<file path="config.mk">
export PLATFORM = sky130hd
export DESIGN_NAME = cru_peri_regs
export DESIGN_NICKNAME = d
export VERILOG_FILES = /design/src/rtl/cru_peri_regs.sv
export SDC_FILE = /design/constraint.sdc
export NUM_CORES = 1
export LEC_CHECK = 0
export ABC_AREA = 0
export CAP_MARGIN = 20
export CORE_AREA = 10 10 110 112
export CTS_CLUSTER_SIZE = 20
export DETAILED_ROUTE_END_ITERATION = 10
export DIE_AREA = 0 0 120 122
export PLACE_DENSITY = 0.73
export SETUP_SLACK_MARGIN = 0.5
export SLEW_MARGIN = 20
export SYNTH_ARGS = -nofsm -noshare
export SYNTH_HDL_FRONTEND = slang
export SYNTH_SLANG_ARGS = --single-unit
</file>
<file path="constraint.sdc">
create_clock -name clk -period 3 [get_ports clk]
set_input_delay 0.3 -clock clk [delete_from_list [all_inputs] [get_ports clk]]
set_output_delay 0.3 -clock clk [all_outputs]
set_load 0.02 [all_outputs]
</file>
<file path="src/rtl/cru_peri_regs.sv">
// cru_peri_regs: APB3 peripheral clock/reset unit with per-channel gates, level resets and a sequenced soft-reset pulse.
// Zero-wait-state APB with pready tied 1; clk_en/srst_n lag register state by one cycle; CRU_PERI_WMASK_EN enables masked gate/reset writes.
module cru_peri_regs #(
  parameter int          NUM_CH   = 16,
  parameter int          SRST_LEN = 8,
  parameter int          GATE_DLY = 2,
  parameter logic [31:0] VERSION  = 32'h0001_0000
) (
  input  logic              clk,
  input  logic              rst_n,
  input  logic              psel,
  input  logic              penable,
  input  logic              pwrite,
  input  logic [11:0]       paddr,
  input  logic [31:0]       pwdata,
  output logic [31:0]       prdata,
  output logic              pready,
  output logic              pslverr,
  output logic [NUM_CH-1:0] clk_en,
  output logic [NUM_CH-1:0] srst_n
);

  localparam int MAXL = (SRST_LEN > GATE_DLY) ? SRST_LEN : GATE_DLY;
  localparam int CW   = $clog2(MAXL) + 1;
  localparam logic [CW-1:0] GATE_LD = CW'(GATE_DLY - 1);
  localparam logic [CW-1:0] RST_LD  = CW'(SRST_LEN - 1);

  typedef enum logic [1:0] {
    S_IDLE = 2'd0,
    S_GATE = 2'd1,
    S_RST  = 2'd2,
    S_REL  = 2'd3
  } state_t;

  state_t            r_state;
  state_t            w_state_nxt;
  logic [CW-1:0]     r_cnt;
  logic [CW-1:0]     w_cnt_nxt;
  logic [NUM_CH-1:0] r_gate_con;
  logic [NUM_CH-1:0] r_srst_con;
  logic [NUM_CH-1:0] r_pending;
  logic [NUM_CH-1:0] r_active;
  logic [NUM_CH-1:0] w_active_nxt;
  logic [NUM_CH-1:0] w_pulse_set;
  logic              w_capture;
  logic              w_wr;
  logic              w_rd;
  logic              w_busy;
  logic              w_mapped;
  logic              w_gate_phase;
  logic              w_rst_phase;
  logic [9:0]        w_idx;
  logic [31:0]       w_rdata;
  logic              w_unused_bits;

  assign w_idx         = paddr[11:2];
  assign w_wr          = psel & penable & pwrite;
  assign w_rd          = psel & penable & ~pwrite;
  assign w_mapped      = (w_idx <= 10'd4);
  assign pready        = 1'b1;
  assign pslverr       = psel & penable & ~w_mapped;
  assign w_busy        = (r_state != S_IDLE);
  assign w_gate_phase  = (r_state == S_GATE) || (r_state == S_REL);
  assign w_rst_phase   = (r_state == S_RST);
  assign w_pulse_set   = (w_wr && (w_idx == 10'd2)) ? pwdata[NUM_CH-1:0] : '0;
  assign w_unused_bits = ^{paddr[1:0], pwdata};

  // Control registers; with the mask build, pwdata[16+i] enables the update of bit i.
  always_ff @(posedge clk or negedge rst_n) begin
    if (!rst_n) begin
      r_gate_con <= '0;
      r_srst_con <= '0;
    end else if (w_wr) begin
`ifdef CRU_PERI_WMASK_EN
      if (w_idx == 10'd0)
        r_gate_con <= (r_gate_con & ~pwdata[16 +: NUM_CH]) | (pwdata[NUM_CH-1:0] & pwdata[16 +: NUM_CH]);
      if (w_idx == 10'd1)
        r_srst_con <= (r_srst_con & ~pwdata[16 +: NUM_CH]) | (pwdata[NUM_CH-1:0] & pwdata[16 +: NUM_CH]);
`else
      if (w_idx == 10'd0)
        r_gate_con <= pwdata[NUM_CH-1:0];
      if (w_idx == 10'd1)
        r_srst_con <= pwdata[NUM_CH-1:0];
`endif
    end
  end

  // A pulse write coinciding with the IDLE capture lands in the fresh pending set.
  always_ff @(posedge clk or negedge rst_n) begin
    if (!rst_n) begin
      r_pending <= '0;
    end else begin
      r_pending <= (w_capture ? '0 : r_pending) | w_pulse_set;
    end
  end

  always_ff @(posedge clk or negedge rst_n) begin
    if (!rst_n) begin
      r_state  <= S_IDLE;
      r_cnt    <= '0;
      r_active <= '0;
    end else begin
      r_state  <= w_state_nxt;
      r_cnt    <= w_cnt_nxt;
      r_active <= w_active_nxt;
    end
  end

  always_comb begin
    w_state_nxt  = r_state;
    w_cnt_nxt    = r_cnt;
    w_active_nxt = r_active;
    w_capture    = 1'b0;
    case (r_state)
      S_IDLE: begin
        if (r_pending != '0) begin
          w_capture    = 1'b1;
          w_active_nxt = r_pending;
          w_cnt_nxt    = GATE_LD;
          w_state_nxt  = S_GATE;
        end
      end
      S_GATE: begin
        if (r_cnt == '0) begin
          w_cnt_nxt   = RST_LD;
          w_state_nxt = S_RST;
        end else begin
          w_cnt_nxt = r_cnt - 1'b1;
        end
      end
      S_RST: begin
        if (r_cnt == '0) begin
          w_cnt_nxt   = GATE_LD;
          w_state_nxt = S_REL;
        end else begin
          w_cnt_nxt = r_cnt - 1'b1;
        end
      end
      S_REL: begin
        if (r_cnt == '0) begin
          w_active_nxt = '0;
          w_state_nxt  = S_IDLE;
        end else begin
          w_cnt_nxt = r_cnt - 1'b1;
        end
      end
      default: w_state_nxt = S_IDLE;
    endcase
  end

  // Clock stays enabled while the reset itself is asserted; it is gated only around it.
  always_ff @(posedge clk or negedge rst_n) begin
    if (!rst_n) begin
      clk_en <= '1;
      srst_n <= '1;
    end else begin
      clk_en <= ~(r_gate_con | (r_active & {NUM_CH{w_gate_phase}}));
      srst_n <= ~(r_srst_con | (r_active & {NUM_CH{w_rst_phase}}));
    end
  end

  always_comb begin
    w_rdata = '0;
    if (w_idx == 10'd0) begin
      w_rdata[NUM_CH-1:0] = r_gate_con;
    end else if (w_idx == 10'd1) begin
      w_rdata[NUM_CH-1:0] = r_srst_con;
    end else if (w_idx == 10'd2) begin
      w_rdata[NUM_CH-1:0] = r_pending;
    end else if (w_idx == 10'd3) begin
      w_rdata[NUM_CH-1:0] = r_active | r_pending;
      w_rdata[16]         = w_busy;
    end else if (w_idx == 10'd4) begin
      w_rdata = VERSION;
    end
  end

  assign prdata = w_rd ? w_rdata : '0;

endmodule

</file>
Yosys cells after proc, flatten, opt, wreduce, memory -nomap -nowiden

Index checks and enable logic that the tools add are counted.
Widths: inputs -> output; s select.

Register bits after elaboration: 102
Output and inout port bits: 66
Logic and storage cells: 75
Memory bits (writable): 0
Bits of input ports: 49
Latch bits: 0
Bits in read-only memories: 0
Memories kept: 0

Add/subtract/negate cells: 1
Order comparisons: 1
Bitwise operators: 14
Multipliers: 0
Div/mod/pow operators: 0
Multiplexer cells: 26
Equality and inequality tests: 12
Reduce and logical (&&, ||, !) cells: 13
Shift-type cells: 0

Operators by type and width:

| operator            | number |
|---|---|
| $mux 16             | 8 |
| $or 16x16->16       | 4 |
| $mux 17             | 2 |
| $and 16x16->16      | 2 |
| $mux 32             | 1 |
| $not 16->16         | 2 |
| $pmux 16 s2         | 1 |
| $eq 10x2->1 const B | 2 |
| $mux 4              | 4 |
| $pmux 4 s4          | 1 |
| $reduce_bool 16->1  | 1 |
| $eq 10x1->1 const B | 1 |
| $eq 10x3->1 const B | 1 |
| $le 10x3->1 const B | 1 |
| $logic_not 10->1    | 1 |
| $mux 2              | 4 |
| $pmux 2 s4          | 1 |
| $ne 2x1->1 const B  | 3 |
| $reduce_and 2->1    | 3 |
| $and 1x1->1         | 4 |
| $eq 2x2->1 const B  | 2 |
| $logic_not 4->1     | 1 |
| $mux 1              | 4 |
| $ne 2x2->1 const B  | 2 |
| 9 further kinds     | 11 |

Longest topological paths before layout

Gate-level depths: netlist of the first run.

Word-level depth: 7
Depth in mapped cells: 10
Mapped depth without buffers: 6

Worst setup path before layout of the first run

OpenSTA, ideal clock, no wires.

Kind: register to output
Start point: register r_state[0]
End point: output port prdata[16]
Arrival time: 2.128 ns
Stages on the path, launching flop included: 9
Required time: 2.700 ns
Setup slack: 0.572 ns
Path buffers: 3
Cell sequence: dfrtp_1 -> clkbuf_1 -> clkbuf_1 -> inv_1 -> ha_1 -> clkbuf_1 -> nor4bb_1 -> a21oi_1 -> nor3_1

Longest elaborated chain between the ends: 6

RTL lines:

| item                   | RTL line | RTL |
|---|---|---|
| start, declared        | 35       | `state_t r_state;` |
| start signal, assigned | 103      | `r_state <= w_state_nxt;` |
| $reduce_bool 2->1      | 62       | `assign w_busy = (r_state != S_IDLE);` |
| $mux 17                | 170      | `end else if (w_idx == 10'd3) begin` |
| $mux 1                 | 168      | `end else if (w_idx == 10'd2) begin` |
| $mux 1                 | 166      | `end else if (w_idx == 10'd1) begin` |
| $mux 16                | 164      | `if (w_idx == 10'd0) begin` |
| $mux 32                | 178      | `assign prdata = w_rd ? w_rdata : '0;` |
| end, declared          | 16       | `output logic [31:0] prdata,` |

Every way passes these cells.

Worst setup path after layout of the first run

Start point: input port paddr[11]
End point: output port prdata[0]

Longest elaborated chain between the ends: 6
Elaborated cells on any way between the ends: 9
Those cells by class: 3 x eq/ne; 5 x mux; 1 x reduce/logical

RTL lines:

| item            | RTL line | RTL |
|---|---|---|
| start, declared | 14       | `input logic [11:0] paddr,` |
| $eq 10x2->1     | 170      |  |
| $mux 17         | 170      |  |
| $mux 16         | 168      |  |
| $mux 16         | 166      |  |
| $mux 16 (*)     | 164      |  |
| $mux 32 (*)     | 178      |  |

Mark *: on every way between the ends. The rest lies on a longest branch, timed or not.

==> results of run 1 <==
-- layer usage --
metal | global-route usage (%) | vias to the layer above | routed length, um
met5 | 0 | - | 0
met4 | 7.01 | 0 | 207
met3 | 4.39 | 21 | 1050
met2 | 27.0 | 188 | 5970
met1 | 20.0 | 1796 | 4670
li1 | - | 1528 | -
-- registers in the layout (all words and copies together), names as in the netlist --
register / flops
srst_n: 16
r_state: 2
r_gate_con: 16
clk_en: 16
r_srst_con: 16
r_active: 16
r_cnt: 4
r_pending: 16
-- worst min-delay path by stage --
| stage | end | slack (ps) | cells past startpoint |
|---|---|---|---|
| global route | r_gate_con[11] | 30 | 1 |
| finish | r_srst_con[12] | -60 | 1 |
| CTS | r_srst_con[14] | 180 | 1 |
| detailed placement | clk_en[10] | 400 | 1 |
| global placement | srst_n[13] | 400 | 1 |
| floorplan | r_active[0] | 4 | 0 |
-- synth_stat cells, drive strengths merged, types with 2 or more instances --
cell type	number	area (sq um)
nor3	19	100
nor2b	4	25.0
clkbuf	10	37.5
o211ai	2	15.0
a21oi	54	270
dfstp	32	841
nand4	2	12.5
nor2	9	33.8
nand3	3	20.0
o221ai	16	140
conb	2	7.51
nand2	22	82.6
inv	6	22.5
dfrtp	70	1750
a21o	3	22.5
nor4	8	95.1
nand2b	2	12.5
buf	29	198
ha	5	62.6
mux2	33	372
a22o	32	280
-- metrics by stage --
stage	setup slack, ps	power, mW	std cells	util, %
after floorplan	572	2.01	390	-
after global placement	91.4	2.26	585	54.1
after detailed placement	61.6	2.29	585	54.1
after CTS	345	3.35	601	56.0
after global routing	481	3.49	601	56.3
final	544	3.36	601	56.3
-- kinds of logic (layout without fill, tap and decap cells) --
| family | count (synthesis) | count (layout) | synth area share [%] |
|---|---|---|---|
| compound gates | 114 | 114 | 17.4 |
| fa+ha+maj | 5 | 5 | 1.39 |
| buf+inv | 45 | 120 | 5.72 |
| flops | 102 | 102 | 57.6 |
| mux | 33 | 33 | 8.25 |
| other cells | 2 | 16 | 0.167 |
| simple gates | 75 | 75 | 9.53 |
-- power by group --
part | switching, mW | internal [mW] | total [mW]
registers | 0.0441 | 1.42 | 1.47
clock network | 0.497 | 0.566 | 1.06
logic | 0.557 | 0.272 | 0.830
total | 1.10 | 2.26 | 3.36
-- final cells by class --
| cell class | instances | area (sq um) |
|---|---|---|
| Inverter | 6 | 22.5 |
| Sequential cell | 102 | 2590 |
| Clock buffer | 9 | 124 |
| Timing Repair Buffer | 98 | 885 |
| Fill cell | 854 | 4390 |
| Tap cell | 136 | 170 |
| Multi-Input combinational cell | 243 | 1740 |
| Clock inverter | 7 | 128 |
-- repair_timing --
item / 4_1_cts / 5_1_grt
setup endpoints to repair: 17 / 16
pin swaps: 0 / 0
gates cloned: 0 / 0
gates resized for setup: 75 / 22
hold buffers: 0 / 0
hold endpoints to repair: 0 / 0
-- worst max-delay path, delay by kind of cell --
kind / cells / cell delay, ps
and+or+nand+nor: 3 / 470
buffers and inverters: 4 / 1000
AOI/OAI and AO/OA: 1 / 360
==> impl_metrics.toml, run 1 <==
[status]
status = "finished, violations left"
violations = "negative hold slack"

[global_routing]
track_usage_pct = 16.4
gr-total-overflow = 0
antenna_found_initial = 0
grt_pass1_vias = 3707
grt_pass1_wl_um = 19300
grt_max_degree = 93

[setup_path]
cp.required_ps = 2700
r2r-end = "r_active[7]"
r2r_cells = 6
cp-endpoint = "prdata[0]"
r2r_setup_slack_ps = 760
cp_slowest_cell = "clkdlybuf4s50_1"
crit_type = "input port to output port"
crit_chain = "clkdlybuf4s50_1 -> nor4_4 -> buf_4 -> nand4_1 -> buf_4 -> o221ai_1 -> nor3_2 -> clkbuf_2"
crit_fanout = 16
crit_top_cell = "buf_4"
crit_start = "paddr[11]"
r2r_start = "r_cnt[0]"
start_kind = "input port"
cp.arrival_ps = 2160
cp-end-kind = "output port"
slowest_delay_ps = 440

[hold_path]
hold_class = "input port to async pin"

[yosys]
yosysWarnings = 0
synth.distinct_cells = 41
avgSynthCellArea_sq_um = 12.0
ys_ff_latch = 102
synth_area_sq_um = 4500
seq_area_frac_synth_pct = 57.6
synthCells = 376
ys.flop_type = "dfrtp_1"
async_flop_share_pct = 100
synth-edff-count = 0

[finish]
final_area_sq_um = 5660
area_delta_synth_final_pct = 25.6
final_nets = 514
layout_commonest_cell = "dfrtp_1"
final_cell_mix = "70 x dfrtp_1, 62 x clkdlybuf4s50_1, 54 x a21oi_1"
drive_gt1_share_pct = 28.0
diodes = 0

[placement]
dp_hpwl_um = 8020
post_dp_cell_area_sq_um = 5440
io_buffers = 80
gp_congestion = 0.892

[job]
cap_violations = 0

[power_and_ir_drop]
ir_drop_uv = 361
p_leak_nw = 2.53
power.density_nw_per_um2 = 594

[drt]
wl_um = 11900
drt_first_iter_violations = 304
vias = 3533
drc = 0
vias_per_cell = 5.88
ant_nets = 0
wl_per_cell_um = 19.8
first_pass_iters = 5

[die]
die_x_um = 120
ios = 115
core-area_sq_um = 10000
start_util_pct = 44.8
fp-row-count = 37
dieArea_sq_um = 14600
die_h_um = 122

[cts]
cts_setup_buffers = 0
clk_path_buf_depth = 2
h-tree-depth = 3
cts.clk_slew.worst_paths_ps = 100
clock_sinks = 102
worst_skew_pair.late_latency_ps = 380
cts_buffers = 9
root_buffer = "clkbuf_8"
cts_tree = "yes"

[sta]
hold_viol = 11
max-slew-margin-rel_pct = 44.3
skew_ps = 15.9
setup_viol = 0
drv_slew = 0
whs_ps = -59.8
rsz0062_at_grt = "true"
worst_pin_slew_ps = 835
finalCriticalPeriod_ps = 2460
max_clock_freq_mhz = 407
fin_crit_sh_pct = 81.9
fin_tns_setup_ps = 0
Note: power is estimated with default switching activity, not from simulation.
==> run 2: changes to the inputs <==
CORE_AREA = 10 10 113 115   (was 10 10 110 112)
DIE_AREA = 0 0 123 125   (was 0 0 120 122)
PLACE_DENSITY = 0.72   (was 0.73)
clock period = 2.05 ns   (was 3 ns; I/O delays follow)
==> impl_metrics.toml, run 2 (synthesis results as in run 1) <==
[status]
status = "complete, no violations"

[drt]
drc = 0
first_pass_iters = 5
drt_first_iter_violations = 418
maxUsedRoutingLayer = "met4"
m1WireLength_um = 5870
wl_per_cell_um = 22.6
wl_met2_um = 7720
vias_per_cell = 5.75
wl_um = 15200
ant_nets = 0
dr_wl_met3_um = 1100
vias = 3862

[sta]
finalCriticalPeriod_ps = 1920
rsz0062_at_grt = "true"
fin_crit_sh_pct = 93.5
setup_viol = 0
skew_ps = 16.8
drv_slew = 0
hold_viol = 0
max_clock_freq_mhz = 522
final.setup.worst_slack_ps = 134

[placement]
pre_cts_slack_ps = -735
post_dp_cell_area_sq_um = 6060
gp_congestion = 0.818
io_buffers = 80
dp_hpwl_um = 8890
dp_cells = 615

[job]
cap_violations = 0

[setup_path]
start_kind = "register"
crit_type = "register to register"
cp_slowest_cell = "dfrtp_2"
cp.required_ps = 2320
crit_start = "r_state[0]"
crit_chain = "buf_4 -> buf_6 -> buf_12 -> ha_4 -> nor3_4 -> nor2_2 -> a21oi_4 -> mux2_4"
crit_fanout = 4
slowest_delay_ps = 460
cp.arrival_ps = 2190
r2r_start = "r_state[0]"
cp-end-kind = "register"

[finish]
final_cells = 672
area.sequential_sq_um = 2590
drive_gt1_share_pct = 49.8
multi_input_area_sq_um = 2340
fillerInstances = 784
final_cell_mix = "69 x dfrtp_1, 65 x buf_4, 51 x a21oi_1"
area_delta_synth_final_pct = 54.3
final_nets = 581
diodes = 0
final_area_sq_um = 6950
layout_commonest_cell = "dfrtp_1"

[global_routing]
track_usage_pct = 18.8
gr-total-overflow = 0
antenna_found_initial = 0
grt_pass1_vias = 4087
grt_max_degree = 65
grt_pass1_wl_um = 22800

[cts]
cts_buffers = 9
cts_tree = "yes"
clock_sinks = 102
clk_path_buf_depth = 2
h-tree-depth = 3
root_buffer = "clkbuf_8"
cts.clk_slew.worst_paths_ps = 110
worst_skew_pair.late_latency_ps = 390

[hold_path]
hold_class = "input port to async pin"

[die]
core-area_sq_um = 10600
dieArea_sq_um = 15400
die_h_um = 125
fp-row-count = 38
start_util_pct = 42.5
ios = 115
die_x_um = 123

[power_and_ir_drop]
p_leak_nw = 3.07
finalPower_mw = 5.74
power.density_nw_per_um2 = 826
ir_drop_uv = 459
==> run 2: final timing paths <==
check | end | slack (ps) | cells past startpoint
worst max-delay path | r_state[1] | 130 | 8
worst min-delay path | srst_n[13] | 330 | 2
worst max register to register | r_state[1] | 130 | 8
worst min register to register | srst_n[5] | 440 | 1
max in group asynchronous | srst_n[7] | 1270 | 3
min in group clk | srst_n[5] | 440 | 1
==> run 2: timing repair <==
| action | 4_1_cts | 5_1_grt |
|---|---|---|
| cloned | 3 | 0 |
| pin swaps | 13 | 21 |
| endpoints found under the hold margin | 73 | 0 |
| setup endpoints to repair | 117 | 87 |
| setup buffers | 23 | 14 |
| hold buffers | 1 | 0 |
| resized for setup | 222 | 22 |
==> run 2: routing by layer <==
metal	global-route usage (%)	vias to the layer above
met5	0	-
met4	5.83	0
met3	5.27	40
met2	30.9	184
met1	23.5	1972
li1	-	1666
==> run 2: critical path: cells and delay by family, from the launching register on <==
family | cells | cell delay (ps)
adder cells (fa/ha/maj) | 1 | 170
buffers and inverters | 3 | 390
multiplexers | 1 | 310
flip-flops | 1 | 460
AO/OA/AOI/OAI | 1 | 160
AND/OR/NAND/NOR | 2 | 320
==> run 2: final cells by class <==
cell class                      instances  area share, %
Clock buffer                            9           1.78
Timing Repair Buffer                  165           22.9
Multi-Input combinational cell        243           33.7
Tap cell                              140           2.52
Clock inverter                          7           1.22
Inverter                                6          0.486
Sequential cell                       102           37.3
==> run 2: through the flow <==
stage	util [%]	setup TNS [ps]	hold slack, ps
finish	65.5	0	330
global route	65.5	0	346
CTS	63.6	0	331
detailed placement	57.1	-18230	194
global placement	57.1	-13100	192
floorplan	-	0	-90.6
==> run 2: where the power goes <==
group | total [mW] | internal, mW | switching, mW | leakage [nW]
Sequential | 2.16 | 2.09 | 0.0691 | 1.30
Combinational | 2.28 | 1.07 | 1.21 | 1.67
Clock | 1.30 | 0.493 | 0.808 | 0.101
Total | 5.74 | 3.65 | 2.09 | 3.07
==> run 3: changes to the inputs <==
CAP_MARGIN = 5   (was 20)
SKIP_CTS_REPAIR_TIMING = 1   (was not set)
==> impl_metrics.toml, run 3 (synthesis results as in run 1) <==
[cts]
cts.clk_slew.worst_paths_ps = 110
root_buffer = "clkbuf_8"
clk_path_buf_depth = 2
worst_skew_pair.late_latency_ps = 390
h-tree-depth = 3
cts_buffers = 9
clock_sinks = 102
cts_tree = "yes"

[setup_path]
cp.required_ps = 1850
crit_top_cell = "buf_6"
slowest_delay_ps = 400
cp_slowest_cell = "or3_4"
cp_top_family = "simple AND/OR/NAND/NOR gates"
cp.arrival_ps = 1720
cp_num_buf_inv = 4
crit_type = "input port to output port"
cp-end-kind = "output port"
crit_chain = "buf_6 -> nor4_4 -> buf_4 -> nand2_2 -> or3_4 -> clkbuf_16 -> nor3_4 -> buf_6"
crit_fanout = 6
start_kind = "input port"

[finish]
area.sequential_sq_um = 2590
layout_commonest_cell = "dfrtp_1"
final_cells = 666
area_delta_synth_final_pct = 58.3
drive_gt1_share_pct = 49.4
diodes = 0
multi_input_area_sq_um = 2400
final_cell_mix = "69 x dfrtp_1, 55 x buf_4, 50 x a21oi_1"
final_nets = 575
fillerInstances = 740

[placement]
io_buffers = 80
gp_congestion = 0.818
dp_cells = 615
dp_hpwl_um = 8890

[drt]
drt_first_iter_violations = 447
first_pass_iters = 7
wl_um = 15000
vias = 3787
vias_per_cell = 5.69
ant_nets = 0
drc = 0
wl_per_cell_um = 22.6

[power_and_ir_drop]
power.switching_mw = 2.06
ir_drop_uv = 466
cell_internal_pwr_mw = 3.61
finalPower_mw = 5.67
p_comb_share_pct = 38.6
swShare_pct = 36.3
power_frac_seq_pct = 38.4
pwr-share-clk_pct = 22.9
p_leak_nw = 3.17
power.density_nw_per_um2 = 795

[die]
ios = 115
dieArea_sq_um = 15400
die_h_um = 125
core-area_sq_um = 10600
fp-row-count = 38
die_x_um = 123
start_util_pct = 42.5

[global_routing]
antenna_found_initial = 0
grt_pass1_wl_um = 20300
grt_max_degree = 65
track_usage_pct = 16.6
gr-total-overflow = 0
grt_pass1_vias = 3838

[sta]
skew_ps = 18.6
finalCriticalPeriod_ps = 1930
setup_viol = 0
hold_viol = 0
rsz0062_at_grt = "true"
drv_slew = 0
max_clock_freq_mhz = 519
fin_crit_sh_pct = 93.9

[status]
status = "complete, no violations"

[job]
cap_violations = 0

[hold_path]
hold_class = "input port to async pin"
-- run 3: per-layer routing --
| layer | wire length (um) | up-vias | part of all wire, % | track usage [%] |
|---|---|---|---|---|
| li1 | - | 1653 | - | - |
| met1 | 5990 | 1909 | 40 | 20.8 |
| met2 | 7400 | 193 | 49 | 26.9 |
| met3 | 1270 | 32 | 8.4 | 5.27 |
| met4 | 388 | 0 | 2.6 | 4.73 |
| met5 | 0 | - | 0 | 0 |
-- run 3: area by class of cell --
type | instances | share of cell area (%)
clock inverter | 7 | 1.19
inverter | 6 | 0.474
sequential | 102 | 36.4
multi-input combinational | 243 | 33.6
clock buffer | 9 | 1.74
timing repair buffer | 159 | 24.1
tap | 140 | 2.46
-- run 3: per-stage QoR --
step	worst slack [ps]	hold WS (ps)	utilization [%]	setup TNS, ps	cell area [sq um]
global route	64.8	333	67.3	0	7130
CTS	-751	-216	59.1	-12140	6260
global placement	-622	192	57.1	-13100	6060
detailed placement	-735	194	57.1	-18230	6060
finish	125	327	67.3	0	7130
floorplan	187	-90.6	-	0	4970
-- run 3: power groups by stage --
stage / Clock, mW / Combinational, mW / Sequential, mW
floorplan: 0 / 1.04 / 2.18
global placement: 0 / 1.41 / 2.18
detailed placement: 0 / 1.46 / 2.19
CTS: 1.30 / 1.47 / 2.15
global route: 1.40 / 2.33 / 2.18
finish: 1.30 / 2.19 / 2.18
-- run 3: final timing paths --
check / endpoint / cells after the start / slack, ps / from
max: prdata[5] / 8 / 120 / paddr[11]
min: srst_n[13] / 2 / 330 / rst_n
max reg2reg: r_state[1] / 7 / 270 / r_state[0]
min reg2reg: srst_n[3] / 1 / 440 / r_srst_con[3]
max in group asynchronous: srst_n[7] / 3 / 1270 / rst_n
min in group clk: srst_n[3] / 1 / 440 / r_srst_con[3]
-- run 3: worst register-to-register path, delay by kind of cell, from the launching register on --
family	cells	cell delay [ps]
buf+inv	2	270
compound gates	1	160
flops	1	470
mux	1	310
fa+ha+maj	1	170
simple gates	2	300
